==> src/rtl/edge_event_arbiter.sv <==
// edge_event_arbiter
//   Detects rising and falling edges on N level inputs that are already
//   synchronous to clk. Each channel holds at most one pending event.
//   Pending events are serialised onto one valid/ready event port by a
//   round-robin arbiter.
//
// Ports
//   clk       in   single clock, posedge
//   reset     in   synchronous, active-high
//   level     in   [N-1:0]   per-channel level
//   ev_ready  in   consumer accepts on ev_valid && ev_ready
//   clr_ovf   in   one-cycle pulse, clears overflow bits not being set
//   ev_valid  out  event present (registered)
//   ev_ch     out  [IDW-1:0] channel of the presented event (registered)
//   ev_rise   out  1 = rising edge, 0 = falling edge (registered)
//   overflow  out  [N-1:0]   sticky per-channel lost-edge flag
module edge_event_arbiter #(
    parameter int N   = 4,
    parameter int IDW = 2
) (
    input  logic           clk,
    input  logic           reset,
    input  logic [N-1:0]   level,
    input  logic           ev_ready,
    input  logic           clr_ovf,
    output logic           ev_valid,
    output logic [IDW-1:0] ev_ch,
    output logic           ev_rise,
    output logic [N-1:0]   overflow
);

    typedef enum logic {
        ST_IDLE = 1'b0,
        ST_HOLD = 1'b1
    } state_t;

    state_t         state_q,   state_d;
    logic [N-1:0]   level_q,   level_d;
    logic [N-1:0]   pend_q,    pend_d;
    logic [N-1:0]   pol_q,     pol_d;
    logic [N-1:0]   ovf_q,     ovf_d;
    logic [IDW-1:0] ptr_q,     ptr_d;
    logic [IDW-1:0] ev_ch_q,   ev_ch_d;
    logic           ev_rise_q, ev_rise_d;

    logic [N-1:0]   edge_det;
    logic [N-1:0]   pop;
    logic [N-1:0]   ovf_set;
    logic           any_pend;
    logic           found;
    logic [IDW-1:0] grant_idx;
    logic           do_grant;

    assign edge_det = level ^ level_q;
    assign any_pend = |pend_q;

    // Round-robin search: first set pend bit starting at ptr, wrapping.
    always_comb begin
        logic [IDW-1:0] idx;
        found     = 1'b0;
        grant_idx = '0;
        idx       = '0;
        for (int unsigned k = 0; k < N; k++) begin
            idx = IDW'((32'(ptr_q) + k) % N);
            if (!found && pend_q[idx]) begin
                found     = 1'b1;
                grant_idx = idx;
            end
        end
    end

    // Arbiter FSM: next state and output register loads.
    always_comb begin
        state_d   = state_q;
        ev_ch_d   = ev_ch_q;
        ev_rise_d = ev_rise_q;
        ptr_d     = ptr_q;
        do_grant  = 1'b0;

        case (state_q)
            ST_IDLE: begin
                if (any_pend) begin
                    do_grant = 1'b1;
                    state_d  = ST_HOLD;
                end
            end
            ST_HOLD: begin
                if (ev_ready) begin
                    if (any_pend) begin
                        do_grant = 1'b1;
                    end else begin
                        state_d = ST_IDLE;
                    end
                end
            end
            default: state_d = ST_IDLE;
        endcase

        if (do_grant && found) begin
            ev_ch_d   = grant_idx;
            ev_rise_d = pol_q[grant_idx];
            ptr_d     = (grant_idx == IDW'(N - 1)) ? '0 : grant_idx + IDW'(1);
        end
    end

    // Pending slots and overflow. A slot popped this cycle counts as free,
    // so an edge arriving on the grant cycle refills it without overflow.
    always_comb begin
        pop = '0;
        if (do_grant && found) begin
            pop[grant_idx] = 1'b1;
        end

        level_d = level;
        pend_d  = pend_q & ~pop;
        pol_d   = pol_q;
        ovf_set = '0;

        for (int unsigned i = 0; i < N; i++) begin
            if (edge_det[i]) begin
                pend_d[i]  = 1'b1;
                pol_d[i]   = level[i];
                ovf_set[i] = pend_q[i] & ~pop[i];
            end
        end

        // Set wins over clear for the same bit.
        ovf_d = ovf_set | (clr_ovf ? '0 : ovf_q);
    end

    always_ff @(posedge clk) begin
        if (reset) begin
            state_q   <= ST_IDLE;
            level_q   <= level;
            pend_q    <= '0;
            pol_q     <= '0;
            ovf_q     <= '0;
            ptr_q     <= '0;
            ev_ch_q   <= '0;
            ev_rise_q <= 1'b0;
        end else begin
            state_q   <= state_d;
            level_q   <= level_d;
            pend_q    <= pend_d;
            pol_q     <= pol_d;
            ovf_q     <= ovf_d;
            ptr_q     <= ptr_d;
            ev_ch_q   <= ev_ch_d;
            ev_rise_q <= ev_rise_d;
        end
    end

    assign ev_valid = (state_q == ST_HOLD);
    assign ev_ch    = ev_ch_q;
    assign ev_rise  = ev_rise_q;
    assign overflow = ovf_q;

endmodule

==> config.mk <==
export PLATFORM = sky130hd
export DESIGN_NAME = edge_event_arbiter
export DESIGN_NICKNAME = d
export VERILOG_FILES = /design/src/rtl/edge_event_arbiter.sv
export SDC_FILE = /design/constraint.sdc
export NUM_CORES = 1
export LEC_CHECK = 0
export ABC_CLOCK_PERIOD_IN_PS = 2900
export BUFFER_PORTS_ARGS = -buffer_cell sky130_fd_sc_hd__buf_2
export CORE_MARGIN = 4
export CORE_UTILIZATION = 57
export DETAILED_ROUTE_END_ITERATION = 8
export PLACE_DENSITY = 0.91
export SYNTH_ARGS = -nofsm -noshare
export SYNTH_HDL_FRONTEND = slang
export SYNTH_SLANG_ARGS = --single-unit
export TNS_END_PERCENT = 20
==> constraint.sdc <==
create_clock -name clk -period 2.9 [get_ports clk]
set_clock_uncertainty 0.15 [all_clocks]
set_input_delay 0.58 -clock clk [delete_from_list [all_inputs] [get_ports clk]]
set_output_delay 0.58 -clock clk [all_outputs]
set_load 0.02 [all_outputs]
==> run_results.csv, run 1 <==
group,metric,value,unit
timing,setup_viol,0,
die,io_pins,16,
cells_and_area,multi_input_area,469,sq um
outcome,status,"complete, no violations",
clocking,cts.clk_slew.worst_paths,0.12,ns
worst_setup_path,cpPeakStageDelay,0.55,ns
clocking,cts-root-buf,"clkbuf_4",
clocking,hold_buffers,0,
yosys,synth-simple-area-share,18.8,%
routing,drt_iter0_drc,23,
die,die_w,49.0,um
yosys,synth-main-ff-cell,"dfxtp_1",
clocking,htree_levels,1,
place,placed_cells_incl_taps,140,
die,design.die.area,0.00240,sq mm
place,dp_slack,0.693,ns
power,p_leak,0.000501,uW
worst_setup_path,path_max_fanout,6,
global_routing,antenna_found_initial,0,
routing,num_vias,805,
clocking,post-cts-setup-buffer-count,0,
timing,max_freq,437,MHz
global_routing,grt_max_degree,20,
yosys,ys_async_sr_fraction,0,%
worst_setup_path,crit_path_end_kind,"flip-flop",
yosys,syn-num-nets,124,
routing,drtAntennaViolNets,0,
yosys,mappedNetlistArea,956,sq um
timing,rsz0062_at_grt,"false",
place,dpl.hpwl,1.38,mm
yosys,synthCells,112,
yosys,synth_common_cells,"dfxtp_1 (22), nand2_1 (18), a21oi_1 (14)",
clocking,cts_resized,0,
timing,slew_violations,0,
cells_and_area,area_delta_synth_final,12.4,%
yosys,yosysTopAreaCellShare,46.1,%
die,design.core.area,0.00154,sq mm
power,p_per_area,660,mW/mm^2
timing,fin_ws,0.613,ns
clocking,clock_path_buffers,2,
global_routing,overflow,0,
cells_and_area,final_cells,144,
routing,route.detailed.drc,0,
routing,wl_per_cell,12.8,um
yosys,avgSynthCellArea,8.53,sq um
yosys,synthMuxAreaShare,2.09,%
global_routing,grt_first_pass_wirelength,3.26,mm
global_routing,grt_pass1_vias,749,
worst_setup_path,arrival,2.38,ns
yosys,synth_area_leaders,"dfxtp_1 (46%), a21oi_1 (7.3%), nand2_1 (7.1%)",
timing,hold_viol,0,
yosys,seq_area_frac_synth,46.1,%
place,place_area,0.00104,sq mm
yosys,ys_seq_elements,22,
worst_hold_path,hold_class,"in2reg",
clocking,cts_made_buffers,3,
worst_setup_path,critical-path-slowest-cell,"nor3_1",
flow_run,drv_cap,0,
timing,relSlewSlack,55.3,%
cells_and_area,fin_nets,141,
yosys,synth.largest_area_cell,"dfxtp_1",
worst_setup_path,path_cells,"a21oi_1 > nor3b_1 > nor3_1 > inv_1 > ha_1 > nand2_1 > nand2_1 > or2_2 > a21oi_1",
timing,fin_setup_tns,0,ns
die,start_util,62.0,%
yosys,synth_cell_types,27,
cells_and_area,nFillCells,116,
routing,vias_per_cell,5.59,
routing,drt-pass1-iter-count,4,
cells_and_area,seq_area,440,sq um
clocking,cts_sinks,22,
yosys,synth_edf_count,0,
cells_and_area,design_area,0.00107,sq mm
die,rows,14,
yosys,synth-compound-area-share,19.2,%
global_routing,track_usage,17.3,%
cells_and_area,antennaDiodeCount,0,
timing,period_minus_slack,2.29,ns
worst_setup_path,cp_data_required_time,3.00,ns
routing,totalWireLength,1.85,mm
timing,tightest_slew,0.663,ns
worst_setup_path,path_class,"reg2reg",
yosys,yosys_warnings,0,
power,max-vdd-ir-drop,0.418,mV
yosys,synth_top_family_by_area,"compound AO/OA/AOI/OAI gates",
worst_setup_path,critPathLaunchType,"flip-flop",
clocking,worstSkewPairLatency,0.31,ns
place,portBuffers,15,
place,gp_congestion,0.817,
yosys,synth.most_common_cell,"dfxtp_1",
clocking,cts_tree,"done",
timing,min_period_over_period,78.9,%
cells_and_area,drive_gt1_share,16.4,%
die,die_h,49.0,um
yosys,synth-adder-area-share,5.24,%
yosys,synth-xor-area-share,3.66,%
-- worst max-delay path, delay by kind of cell, from the launching register on --
family | cells | cell delay, ns
compound gates | 2 | 0.28
fa+ha+maj | 1 | 0.23
buf+inv | 1 | 0.16
flops | 1 | 0.39
simple gates | 5 | 1.03
-- path summary, 6_finish.rpt --
check / start / end / slack, ns / depth (start not counted)
worst max-delay path: pend_q[0]$_SDFF_PP0_ / overflow[1]$_SDFF_PP0_ / 0.61 / 9
worst min-delay path: level[2] / level_q[2]$_DFF_P_ / 0.26 / 1
worst max register to register: pend_q[0]$_SDFF_PP0_ / overflow[1]$_SDFF_PP0_ / 0.61 / 9
worst min register to register: ev_ch[0]$_SDFFE_PP0P_ / ev_ch[0]$_SDFFE_PP0P_ / 0.31 / 2
-- state kept, by name, indices dropped and copies added (netlist names) --
register  cells
level_q       4
overflow      4
pend_q        4
pol_q         4
ev_ch         2
ptr_q         2
ev_rise       1
ev_valid      1
-- logic make-up after synthesis --
logic type      after synthesis
fa+ha+maj                     4
buf+inv                      12
mux                           2
simple gates                 39
compound gates               29
flops                        22
xor+xnor                      4
-- where the power goes --
part           internal (uW)  total [uW]  switching (uW)
Combinational           75.5         179             103
Sequential               334         363            28.7
Clock                   76.7         168            90.9
Total                    486         709             223
-- cell usage in the layout (no fill, tap or decap), types with 2 or more instances in the layout --
| cell type | n |
|---|---|
| clkbuf_4 | 3 |
| inv_1 | 9 |
| nand2b_1 | 7 |
| mux2i_1 | 2 |
| a2bb2oi_1 | 2 |
| xnor2_1 | 3 |
| dfxtp_1 | 22 |
| buf_2 | 15 |
| a21oi_1 | 14 |
| nor2_1 | 9 |
| ha_1 | 4 |
| nand2_1 | 18 |
| o21ai_0 | 5 |
-- metrics by stage --
stage,utilization (%),power (uW),hold slack (ns)
final,69.7,709,0.261
after global routing,69.7,756,0.252
after CTS,69.7,710,0.260
after detailed placement,67.4,546,0.294
after global placement,67.4,537,0.289
after floorplan,-,500,0.303
-- per-layer routing --
layer	vias to the layer above	GRT usage, %	routed length [um]
met5	-	0	0
met4	0	8.07	38
met3	5	3.98	91
met2	18	29.8	925
met1	378	20.0	791
li1	404	-	-
-- final cells by class --
| cell class | instances | area share [%] |
|---|---|---|
| clock buffers | 4 | 3.38 |
| inverters | 9 | 3.14 |
| multi-input cells | 78 | 43.7 |
| flip-flops and latches | 22 | 41.0 |
| well taps | 16 | 1.86 |
| repair buffers | 15 | 6.98 |
No activity file was read; power rests on OpenSTA's default activity.
==> inputs of run 2 (changes only) <==
ABC_CLOCK_PERIOD_IN_PS = 2180   (was 2900)
CORE_UTILIZATION = 53   (was 57)
PLACE_DENSITY = 0.86   (was 0.91)
clock period = 2.18 ns   (was 2.9 ns; I/O delays follow)
==> run 2 against run 1 <==
Sequential power is 33% higher. Count of clock-buffer cells in the layout stayed put. Die area is 6.3% higher. Sequential cell count stayed put. Setup slack worse by 0.42 ns. Highest routed layer unchanged. Worst hold slack worse by 0.14 ns.
==> run_results.csv, run 2 (synthesis gave the netlist of run 1 again) <==
group,metric,value,unit
worst_setup_path,path_class,"reg2reg",
worst_setup_path,ff2ff_setup_slack,0.19,ns
clocking,cts_made_buffers,3,
clocking,htree_levels,1,
global_routing,overflow,0,
cells_and_area,area_delta_synth_final,16.0,%
power,p_leak,0.000512,uW
clocking,hold_buffers,0,
power,clkPwrFrac,23.0,%
power,pwr-share-seq,50.2,%
power,switching_share,31.0,%
timing,max_freq,504,MHz
timing,setup_viol,0,
routing,route.detailed.drc,0,
worst_hold_path,hold_class,"in2reg",
clocking,clock_path_buffers,2,
die,io_pins,16,
worst_hold_path,hp-start,"level[3]",
die,die_w,50.5,um
power,combPwrFrac,26.8,%
routing,totalWireLength,1.91,mm
clocking,post-cts-setup-buffer-count,0,
routing,drt_iter0_drc,7,
timing,rsz0062_at_grt,"false",
global_routing,track_usage,17.1,%
worst_setup_path,r2r_start,"ptr_q[0]$_SDFFE_PP0P_",
die,design.die.area,0.00255,sq mm
cells_and_area,antennaDiodeCount,0,
clocking,cts_tree,"done",
place,portBuffers,15,
global_routing,grt_pass1_vias,805,
place,dpl.hpwl,1.44,mm
die,die_h,50.5,um
clocking,cts-root-buf,"clkbuf_4",
worst_setup_path,critPathLaunchType,"flip-flop",
timing,min_period_over_period,91.1,%
clocking,cts_resized,0,
cells_and_area,multi_input_area,472,sq um
power,max-vdd-ir-drop,0.624,mV
worst_setup_path,path_max_fanout,5,
timing,period_minus_slack,1.99,ns
routing,num_vias,811,
cells_and_area,nFillCells,149,
cells_and_area,seq_area,445,sq um
cells_and_area,final_cells,155,
place,gp_congestion,0.856,
clocking,worstSkewPairLatency,0.31,ns
worst_setup_path,critPathLaunch,"ptr_q[0]$_SDFFE_PP0P_",
worst_setup_path,arrival,2.03,ns
global_routing,grt_first_pass_wirelength,3.34,mm
power,p_per_area,867,mW/mm^2
cells_and_area,final_cell_mix,"nand2_1 (18), dfxtp_1 (18), buf_2 (15)",
die,rows,15,
outcome,status,"complete, no violations",
routing,drt-pass1-iter-count,4,
worst_setup_path,endpoint,"overflow[3]$_SDFF_PP0_",
flow_run,drv_cap,0,
global_routing,grt_max_degree,20,
cells_and_area,drive_gt1_share,21.5,%
routing,drtAntennaViolNets,0,
routing,wl_per_cell,12.3,um
timing,relSlewSlack,51.9,%
timing,fin_setup_tns,0,ns
cells_and_area,fin_nets,143,
worst_setup_path,crit_path_end_kind,"flip-flop",
clocking,cts.clk_slew.worst_paths,0.11,ns
clocking,cts_sinks,22,
place,placed_cells_incl_taps,151,
power,p_int,663,uW
die,start_util,55.4,%
global_routing,antenna_found_initial,0,
timing,tightest_slew,0.713,ns
worst_setup_path,cp_data_required_time,2.23,ns
timing,hold_viol,0,
die,design.core.area,0.00173,sq mm
routing,vias_per_cell,5.23,
power,p_sw,298,uW
worst_setup_path,timing.rr.end,"overflow[3]$_SDFF_PP0_",
timing,slew_violations,0,
worst_setup_path,reg2regPathDepth,9,
run 2: how the worst min path moves through the flow:
stage                                        to  slack [ns]  cells after the start
after global placement    ev_ch[0]$_SDFFE_PP0P_        0.29                      2
after detailed placement  ev_ch[0]$_SDFFE_PP0P_        0.30                      2
final                        level_q[3]$_DFF_P_        0.12                      1
after floorplan           pol_q[1]$_SDFFE_PP0P_        0.30                      2
after CTS                    level_q[0]$_DFF_P_        0.12                      1
after global routing         level_q[1]$_DFF_P_        0.11                      1
run 2: cell type report:
cell class	instances	share of cell area [%]
inverter	9	3.05
multi-input combinational	78	42.6
sequential	22	40.2
tap	25	2.82
timing repair buffer	17	8.13
clock buffer	4	3.27
run 2: through the flow:
| stage | util (%) | hold slack (ns) | setup slack [ns] | total power [uW] | area, sq um |
|---|---|---|---|---|---|
| after global placement | 61.7 | 0.289 | 0.205 | 727 | 1060 |
| after detailed placement | 61.7 | 0.297 | 0.119 | 740 | 1060 |
| after floorplan | - | 0.303 | 0.227 | 665 | 956 |
| after CTS | 63.8 | 0.116 | 0.0870 | 957 | 1100 |
| final | 64.2 | 0.118 | 0.195 | 961 | 1110 |
| after global routing | 64.2 | 0.108 | 0.0522 | 1020 | 1110 |
run 2: power groups by stage:
| stage | registers, uW | clock network, uW | logic (uW) |
|---|---|---|---|
| floorplan | 503 | 0 | 162 |
| global placement | 487 | 0 | 240 |
| CTS | 481 | 223 | 253 |
| detailed placement | 490 | 0 | 250 |
| finish | 483 | 221 | 257 |
| global route | 490 | 242 | 288 |
run 2: critical path, cell delays in order (launching register included):
cell	delay (ns)
dfxtp_1	0.40
nand2b_1	0.15
a21o_1	0.13
or3b_4	0.42
inv_1	0.10
ha_1	0.15
nand2_1	0.05
nand2_1	0.09
a2bb2oi_1	0.16
nor2_1	0.05
run 2: per-layer routing:
metal,up-vias,part of all wire (%),track usage (%)
li1,407,-,-
met1,385,42,18.8
met2,12,52,30.0
met3,7,2.6,4.45
met4,0,2.9,8.97
met5,-,0,0
